## config.mk

```make
export PLATFORM = sky130hd
export DESIGN_NAME = ledseg_out
export DESIGN_NICKNAME = d
export VERILOG_FILES = /design/src/rtl/ledseg_out_pkg.sv /design/src/rtl/hex_to_seg.sv /design/src/rtl/ledseg_out.sv
export SDC_FILE = /design/constraint.sdc
export NUM_CORES = 1
export LEC_CHECK = 0
export ABC_AREA = 1
export BUFFER_PORTS_ARGS = -buffer_cell sky130_fd_sc_hd__buf_2
export CAP_MARGIN = 25
export CORE_AREA = 2 2 105 107
export DETAILED_ROUTE_END_ITERATION = 12
export DIE_AREA = 0 0 107 109
export GPL_ROUTABILITY_DRIVEN = 0
export HOLD_SLACK_MARGIN = 0.08
export REMOVE_ABC_BUFFERS = 1
export SYNTH_ARGS = -nofsm -noshare
export SYNTH_HDL_FRONTEND = slang
export SYNTH_SLANG_ARGS = --single-unit
```

## constraint.sdc

```tcl
create_clock -name ledclk -period 3.7 [get_ports ledclk]
set_clock_uncertainty 0.1 [all_clocks]
set_input_delay 0.37 -clock ledclk [delete_from_list [all_inputs] [get_ports ledclk]]
set_output_delay 0.37 -clock ledclk [all_outputs]
set_load 0.1 [all_outputs]
```

## src/rtl/ledseg_out_pkg.sv

```systemverilog
// Shared constants for the LED / seven-segment output peripheral: register
// addresses, default scan divider and the hex-digit segment pattern table.
package ledseg_out_pkg;

  // Register select values on ledaddr; 3'b011 and 3'b111 are unused.
  localparam logic [2:0] LED_LO = 3'b000;  // led[7:0]   <= wdata[7:0]
  localparam logic [2:0] LED_HI = 3'b001;  // led[15:8]  <= wdata[7:0]
  localparam logic [2:0] LED_HW = 3'b010;  // led        <= wdata
  localparam logic [2:0] SEG_LO = 3'b100;  // segdata[15:0]  <= wdata
  localparam logic [2:0] SEG_HI = 3'b101;  // segdata[31:16] <= wdata
  localparam logic [2:0] SEG_EN = 3'b110;  // segen <= wdata[7:0]

  // ledclk cycles per digit slot: 1 kHz per digit at 100 MHz.
  localparam int unsigned SCAN_DIV_DEFAULT = 100000;

  // Segment patterns, bit0=a .. bit6=g; entry n is the glyph for hex digit n.
  localparam logic [15:0][6:0] SEG_TABLE = {
    7'h71, 7'h79, 7'h5E, 7'h39, 7'h7C, 7'h77, 7'h6F, 7'h7F,  // F E d C b A 9 8
    7'h07, 7'h7D, 7'h6D, 7'h66, 7'h4F, 7'h5B, 7'h06, 7'h3F   // 7 6 5 4 3 2 1 0
  };

endpackage

```

## src/rtl/hex_to_seg.sv

```systemverilog
// Combinational hex nibble to seven-segment pattern decoder.
module hex_to_seg
  import ledseg_out_pkg::*;
(
  input  logic [3:0] hex_i,
  output logic [6:0] seg_o
);

  // Pure table lookup.
  always_comb begin
    seg_o = SEG_TABLE[hex_i];
  end

endmodule

```

## src/rtl/ledseg_out.sv

```systemverilog
// Memory-mapped LED and 8-digit multiplexed seven-segment output peripheral.
// All state changes on the falling edge of ledclk; switrst clears everything
// asynchronously.
module ledseg_out
  import ledseg_out_pkg::*;
#(
  parameter int unsigned SCAN_DIV = SCAN_DIV_DEFAULT
) (
  input  logic        ledclk,
  input  logic        switrst,
  input  logic        ledcs,
  input  logic        ledwrite,
  input  logic [2:0]  ledaddr,
  input  logic [15:0] ledwdata,
  output logic [15:0] led_out,
  output logic [7:0]  seg_an,
  output logic [7:0]  seg_out
);

  localparam int unsigned CntW = (SCAN_DIV > 1) ? $clog2(SCAN_DIV) : 1;
  localparam logic [CntW-1:0] CntMax = CntW'(SCAN_DIV - 1);

  logic [15:0]     led_q, led_d;
  logic [31:0]     segdata_q, segdata_d;
  logic [7:0]      segen_q, segen_d;
  logic [CntW-1:0] cnt_q, cnt_d;
  logic [2:0]      idx_q, idx_d;
  logic [7:0]      an_q, an_d;
  logic [7:0]      seg_q, seg_d;
  logic            wrap;
  logic [3:0]      nib;
  logic [6:0]      pat;

  // Register writes: only a qualified strobe changes state, unused addresses are dropped.
  always_comb begin
    led_d     = led_q;
    segdata_d = segdata_q;
    segen_d   = segen_q;
    if (ledcs && ledwrite) begin
      case (ledaddr)
        LED_LO:  led_d[7:0]       = ledwdata[7:0];
        LED_HI:  led_d[15:8]      = ledwdata[7:0];
        LED_HW:  led_d            = ledwdata;
        SEG_LO:  segdata_d[15:0]  = ledwdata;
        SEG_HI:  segdata_d[31:16] = ledwdata;
        SEG_EN:  segen_d          = ledwdata[7:0];
        default: ;
      endcase
    end
  end

  // Free-running scan: slot counter wraps at SCAN_DIV and advances the digit index.
  always_comb begin
    wrap  = (cnt_q == CntMax);
    cnt_d = wrap ? '0 : cnt_q + 1'b1;
    idx_d = wrap ? idx_q + 3'd1 : idx_q;
  end

  assign nib = segdata_q[{idx_q, 2'b00} +: 4];

  hex_to_seg u_hex_to_seg (
    .hex_i (nib),
    .seg_o (pat)
  );

  // Display drive for the current digit; registered so outputs switch cleanly per edge.
  always_comb begin
    an_d  = 8'h00;
    seg_d = 8'h00;
    if (segen_q[idx_q]) begin
      an_d  = 8'h01 << idx_q;
      seg_d = {1'b0, pat};
    end
  end

  // State and output registers.
  always_ff @(negedge ledclk or posedge switrst) begin
    if (switrst) begin
      led_q     <= '0;
      segdata_q <= '0;
      segen_q   <= '0;
      cnt_q     <= '0;
      idx_q     <= '0;
      an_q      <= '0;
      seg_q     <= '0;
    end else begin
      led_q     <= led_d;
      segdata_q <= segdata_d;
      segen_q   <= segen_d;
      cnt_q     <= cnt_d;
      idx_q     <= idx_d;
      an_q      <= an_d;
      seg_q     <= seg_d;
    end
  end

  assign led_out = led_q;
  assign seg_an  = an_q;
  assign seg_out = seg_q;

endmodule

```

==> Yosys cells after proc, flatten, opt, wreduce, memory -nomap -nowiden <==
Memory sizes are Yosys's and may differ from the RTL's.
Index checks and enable logic that the tools add are counted.
{ "classes": {"n_addsub": 2, "magnitude_cmp": 2, "eq_ne": 6, "n_shift": 2, "mux": 7, "reduce_logical": 9} }
{ "op_table": {"columns": ["operator", "n"], "rows": [
  ["variable part select 32 x 6 -> 4 bit", 1],
  ["adder 17 x 1 -> 17 bit, second input constant", 1],
  ["== test 17 bit, second input constant", 1],
  ["two-way mux 17 bit", 1],
  ["case mux 8 bit (2 select lines)", 1],
  ["two-way mux 7 bit", 2],
  ["AND reduction 2 bit", 5],
  ["== test 3 bit, second input constant", 3],
  ["two-way mux 8 bit", 1],
  ["<< shifter 1 x 3 -> 8 bit, first input constant", 1],
  ["less-than comparator 4 x 5 -> 1 bit, second input constant", 1],
  ["less-than comparator 3 x 4 -> 1 bit, second input constant", 1],
  ["adder 3 x 1 -> 3 bit, second input constant", 1],
  ["binary-select mux 1 bit (select 3 bit)", 1],
  ["== test 3 x 1 -> 1 bit, second input constant", 1],
  ["== test 3 x 2 -> 1 bit, second input constant", 1],
  ["zero test 3 bit", 1],
  ["nonzero test 2 bit", 1],
  ["OR reduction 2 bit", 1],
  ["logical AND 1 bit", 1],
  ["two-way mux 1 bit", 1]
]} }
{ "word_totals": {"reg_bits": 92, "romBits": 112, "in_bits": 23, "elab_cells": 38, "n_memories": 1} }
{ "mem_list": {"columns": ["memory", "words", "word_bits", "rd", "rd_clocked_by_memory_dff", "write_ports", "line", "source"], "rows": [
  ["(no name shown)", 16, 7, 1, 0, 0, "hex_to_seg.sv:11", "seg_o = SEG_TABLE[hex_i];"]
]} }

==> Longest topological paths before layout <==
Gate-level depths: netlist (run 1).
{ "depth": {"ltp_word": 4, "depth_mapped": 13} }

==> By module <==
A second synthesis (run 1) with hierarchy kept.
{ "hier_totals": {"cells_unflattened": 567, "hier_area_um2": 4536.9} }
{ "by_module_without_submodules": {"columns": ["module", "n_inst", "cells_per_inst", "area_per_inst_um2"], "rows": [
  ["ledseg_out", 1, 515, 4266.6],
  ["hex_to_seg", 1, 52, 270.3]
]} }

==> metrics.txt, run 1 <==
status=complete, no violations; Initial Util=0.4179; drt pass-1 iters=5; drt via density=4.800; Mapped Area=4430 sq um; NumNets Final=643; CP required=3.23 ns; final core area utilization=0.4792; Root Buffer=clkbuf_8; Max-cap violations=0; Critical Path Start Type=flip-flop; vias in the first global route=3,345; Ant. Diodes=0; initial antenna violation count=0; gr usage total=0.1800; Detail Route Antenna Nets=0; share of cells above drive strength 1=0.1489; pwr/cell area=543.6 nW/um^2; leak pwr=2.663 nW; RSZ-0062 raised after global routing=false; WHS=0.3088 ns; hold_buf cts=0; Final WS setup=0.1708 ns; gr ovfl total=0; final hold viol count=0; maximum VDD drop=0.2941 mV; die height=109 um; Detailed Route WL=9.668 mm; flop-to-flop setup slack=1.35 ns; Clock H-tree levels=3; Setup CP Type=reg -> out; cts bufs inserted=9; worst min-delay path endpoint=cnt_q[0]$_DFF_NP0_; DIE AREA=11,660 sq um; CP arrival=3.06 ns; CTS max path bufs=2; Post-CTS Resized=0; vias after detailed routing=3,605; core area=10,600 sq um; IO Pins=55; R2R Path Start=idx_q[0]$_DFFE_NP0N_; FF+latch count, synth=91; Worst Path Buf+Inv=1; hold path cells=1; dpl hpwl=6.754 mm; CTS tree=built; Chip Width=107 um; worst min path class=reg -> reg; Post-route DRC=0; buffers added on ports=53; Post-Place Setup Slack=0.3282 ns; CP peak stage delay=0.43 ns; largest net degree at the start of global routing=64; Worst path top cell family by delay=flip-flops; setup violators final=0; # rows=38; sequential-to-total area share from yosys stat=0.5140; crit-path cells=buf_2; synth unique cells=27; # fillers=1,045; Wirelength per Cell=12.87 um; Reg2Reg Depth=11; slowest CP cell=dfrtn_1; critical path fanouts, max=2; clock sink count=91; first-pass GRT wire length=16.28 mm; area grow syn2layout=14.69%; min-delay src=cnt_q[0]$_DFF_NP0_; Post-Synthesis Cells=550; syn avg cell area=8.055 sq um; CP Capture Type=primary output; Slew Viols, Final=0; Reg-to-Reg End=seg_out[3]$_DFF_NP0_; post-CTS setup repair buffer count=0; DR iter-0 viols=229; Clock transition at path regs=0.06 ns; Clk Latency, worst-skew pair=0.35 ns; synth warn=0
[cell usage after synthesis]
library cell | n | area share
o21ai_1 | 2 | 0.0023
nor3_1 | 2 | 0.0023
o22ai_1 | 2 | 0.0028
buf_6 | 1 | 0.0025
clkbuf_1 | 8 | 0.0068
nand2_4 | 1 | 0.0025
a21oi_1 | 21 | 0.024
nand2_2 | 3 | 0.0042
nand3_1 | 31 | 0.035
ha_1 | 13 | 0.037
nor2_1 | 60 | 0.051
o211ai_2 | 1 | 0.0028
inv_2 | 3 | 0.0025
nor4_1 | 3 | 0.0042
nand3_2 | 4 | 0.0090
buf_2 | 2 | 0.0023
nor2_2 | 2 | 0.0028
nand4_1 | 8 | 0.011
xor2_1 | 9 | 0.018
xnor2_1 | 1 | 0.0020
conb_1 | 1 | 0.00085
buf_4 | 4 | 0.0068
o21ai_0 | 57 | 0.064
dfrtn_1 | 91 | 0.51
nand3_4 | 1 | 0.0040
nand2_1 | 138 | 0.12
inv_1 | 81 | 0.069
[per-stage QoR]
stage,area (sq um),setup TNS (ns),total power [mW],instances
after floorplan,4349,-78.03,1.938,535
after global placement,4888,0,2.091,736
after detailed placement,4888,0,2.103,736
after CTS,5081,0,2.785,751
after global routing,5081,0,2.921,751
final,5081,0,2.762,751
[metal layers]
| layer | part of all wire | GRT usage | up-vias |
|---|---|---|---|
| met5 | 0 | 0 | - |
| met4 | 0.013 | 0.07236 | 0 |
| met3 | 0.051 | 0.03347 | 10 |
| met2 | 0.45 | 0.2730 | 118 |
| met1 | 0.49 | 0.2558 | 1651 |
| li1 | - | - | 1826 |
[power by group]
group | total, mW | switching [mW] | internal [mW] | leakage [nW]
sequential | 1.23 | 0.0732 | 1.16 | 1.17
combinational | 0.855 | 0.683 | 0.172 | 1.40
clock | 0.677 | 0.350 | 0.328 | 0.0954
[cell type report]
class	instances	area [sq um]	share of cell area
Inverter	84	316.6	0.06230
Tap cell	140	175.2	0.03447
Clock buffer	11	141.4	0.02783
Sequential cell	91	2277	0.4482
Clock inverter	4	51.30	0.01010
Multi-Input combinational cell	360	1757	0.3457
Timing Repair Buffer	61	362.8	0.07141
[cells by family after synthesis]
group / count (synthesis) / synth area share
adders and majority gates: 13 / 0.03671
and+or+nand+nor: 253 / 0.2432
AOI/OAI and AO/OA: 83 / 0.09602
xor gates and xnor gates: 10 / 0.01977
other: 1 / 0.0008464
DFF: 91 / 0.5140
buffers and inverters: 99 / 0.08952
[placed cells by master, fill, tap and decap left out, drive strengths merged]
| cell | synthesis | routed |
|---|---|---|
| bufinv | 0 | 1 |
| clkinvlp | 0 | 1 |
| xnor2 | 1 | 1 |
| ha | 13 | 13 |
| o22ai | 2 | 2 |
| nor4 | 3 | 3 |
| nor3 | 2 | 2 |
| nor2 | 62 | 62 |
| nand3 | 36 | 36 |
| xor2 | 9 | 9 |
| inv | 84 | 83 |
| buf | 7 | 61 |
| o21ai | 59 | 59 |
| clkbuf | 8 | 11 |
| conb | 1 | 1 |
| dfrtn | 91 | 91 |
| nand2 | 142 | 142 |
| nand4 | 8 | 8 |
| a21oi | 21 | 21 |
| o211ai | 1 | 1 |
| clkinv | 0 | 3 |
[worst max path at each step]
stage	from	endpoint	slack, ns	cells past startpoint
2_1_floorplan	switrst	cnt_q[0]$_DFF_NP0_	-0.86	1
3_5_place_dp	ledaddr[2]	segen_q[7]$_DFFE_NP0P_	0.33	6
5_1_grt	led_out[1]$_DFFE_NP0P_	led_out[1]	0.13	1
6_report	led_out[12]$_DFFE_NP0P_	led_out[12]	0.17	1
3_3_place_gp	ledaddr[0]	led_out[14]$_DFFE_NP0P_	0.42	8
4_1_cts	led_out[6]$_DFFE_NP0P_	led_out[6]	0.16	1
[flip-flops by register name, indices dropped and copies added (netlist names)]
register,cells
cnt_q,17
idx_q,3
led_out,16
seg_an,8
seg_out,7
segdata_q,32
segen_q,8
(Power assumes the default switching activity.)
==> run 2: changes to the inputs <==
- PLACE_DENSITY: not set -> 0.73
==> run 2 against run 1 <==
Worst setup slack improved by 0.0015 ns. Combinational power barely moved. Sequential power barely moved. Global-route usage fell by 0.96 points. Routed wire length fell by 6.8%. Clock-buffer cell count fell by 1. Die area did not move. Sequential share of layout area fell by 0.077 points. Largest cell class unchanged. Register-to-register slack improved by 0.06 ns. Largest power group unchanged. Total power rose by 1.8%.
==> metrics.txt, run 2 (same netlist as run 1, synthesis figures left out) <==
critical path fanouts, max=2 (unchanged); most frequent cells in the layout=nand2_1, dfrtn_1, inv_1; status=complete, no violations; first-pass GRT wire length=15.69 mm (-3.6%); Detail Route Antenna Nets=0 (unchanged); die height=109 um (unchanged); Multi-input gate area=1757 sq um (unchanged); min-delay src=cnt_q[0]$_DFF_NP0_; share of cells above drive strength 1=0.1475 (-0.001395); gr usage total=0.1704 (-0.009578); area grow syn2layout=14.88%; pwr/cell area=552.2 nW/um^2 (+1.6%); GRT busiest layer=met2; hold path cells=1 (unchanged); Pwr Total=2.811 mW (+1.8%); Post-CTS Resized=0 (unchanged); Critical Path Start Type=flip-flop; gr ovfl total=0 (unchanged); Chip Width=107 um (unchanged); # fillers=1,021 (-2.3%); Clock transition at path regs=0.06 ns (about the same); crit-path cells=buf_2; DR iter-0 viols=220 (-3.9%); Post-route DRC=0 (unchanged); final core area utilization=0.4801 (+0.0008260); Worst Path Buf+Inv=1 (unchanged); dpl hpwl=6.411 mm (-5.1%); worst min path class=reg -> reg; register area=2277 sq um (unchanged); CP required=3.23 ns (about the same); post-CTS setup repair buffer count=0 (unchanged); commonest non-fill, non-tap cell in the layout=nand2_1; Clock H-tree levels=3 (unchanged); flop-to-flop setup slack=1.41 ns (+0.06 ns); vias in the first global route=3,500 (+4.6%); RSZ-0062 raised after global routing=false; GR Util met1=0.2249 (-0.03085); met3 Track Usage GR=0.04961 (+0.01614); buffers added on ports=53 (unchanged); worst min-delay path endpoint=cnt_q[0]$_DFF_NP0_; Max-cap violations=0 (unchanged); CP Capture Type=primary output; R2R Path Start=idx_q[0]$_DFFE_NP0N_; Root Buffer=clkbuf_8; setup violators final=0 (unchanged); Largest register FFs=32 (unchanged); Worst path top cell family by delay=flip-flops; core area=10,600 sq um (unchanged); final hold viol count=0 (unchanged); clock sink count=91 (unchanged); Slew Viols, Final=0 (unchanged); drt pass-1 iters=5 (unchanged); drt via density=4.796 (about the same); IO Pins=55 (unchanged); largest net degree at the start of global routing=80 (+25%); leak pwr=2.662 nW (about the same); vias after detailed routing=3,597 (-0.22%); Biggest register=segdata_q; Wirelength per Cell=12.02 um (-6.6%); NumNets Final=641 (-0.31%); Initial Util=0.4179 (unchanged); cts bufs inserted=9 (unchanged); # rows=38 (unchanged); Detailed Route WL=9.015 mm (-6.8%); Reg-to-Reg End=seg_out[2]$_DFF_NP0_; DIE AREA=11,660 sq um (unchanged); Clk Latency, worst-skew pair=0.35 ns (about the same); CP peak stage delay=0.43 ns (about the same); CP arrival=3.06 ns (about the same); maximum VDD drop=0.3977 mV (+35%); Reg2Reg Depth=12 (+1); slowest CP cell=dfrtn_1; Placed Area=4873 sq um (-0.31%); Setup CP Type=reg -> out; GR Layer Usage met2=0.2757 (+0.002730); initial antenna violation count=0 (unchanged); CTS max path bufs=2 (unchanged); Ant. Diodes=0 (unchanged); hold_buf cts=0 (unchanged); CTS tree=built; design area=5090 sq um (+0.17%)
## run 2: cell count changes in the layout (fill, tap and decap cells not counted)
| cell | change |
|---|---|
| buf_4 | -2 |
| bufinv_16 | +1 |
| clkbuf_8 | -1 |
| clkinv_4 | -1 |
| clkinvlp_4 | +1 |
| inv_6 | +1 |
## run 2: worst max path at each step
| stage | start | to | cells past startpoint |
|---|---|---|---|
| after floorplan | switrst | cnt_q[0]$_DFF_NP0_ | 1 |
| after global placement | ledaddr[0] | led_out[14]$_DFFE_NP0P_ | 8 |
| after detailed placement | ledaddr[0] | led_out[15]$_DFFE_NP0P_ | 8 |
| after CTS | led_out[2]$_DFFE_NP0P_ | led_out[2] | 1 |
| after global routing | led_out[15]$_DFFE_NP0P_ | led_out[15] | 1 |
| final | led_out[2]$_DFFE_NP0P_ | led_out[2] | 1 |
## run 2: through the flow
step	instances	hold slack (ns)	setup TNS, ns	setup WS (ns)
final	750	0.2971	0	0.1723
after global routing	750	0.3171	0	0.1312
after CTS	750	0.2996	0	0.1621
after detailed placement	734	0.2986	0	0.1852
after global placement	734	0.2794	0	0.2726
after floorplan	535	0.2641	-78.03	-0.8575
## run 2: area by class of cell
| class | count | area share |
|---|---|---|
| flip-flops and latches | 91 | 0.4474 |
| multi-input cells | 360 | 0.3451 |
| repair buffers | 59 | 0.06834 |
| inverters | 84 | 0.06219 |
| well taps | 140 | 0.03441 |
| clock buffers | 10 | 0.02507 |
| clock inverters | 6 | 0.01745 |
## run 2: power by group
part,switching [mW],internal (mW),leakage (nW)
Combinational,0.682,0.170,1.39
Clock,0.345,0.382,0.103
Sequential,0.0751,1.16,1.17
Total,1.10,1.71,2.66
## run 2: layer usage
layer,vias up,part of all wire
met5,-,0
met4,0,0.014
met3,13,0.071
met2,105,0.44
met1,1655,0.48
li1,1824,-
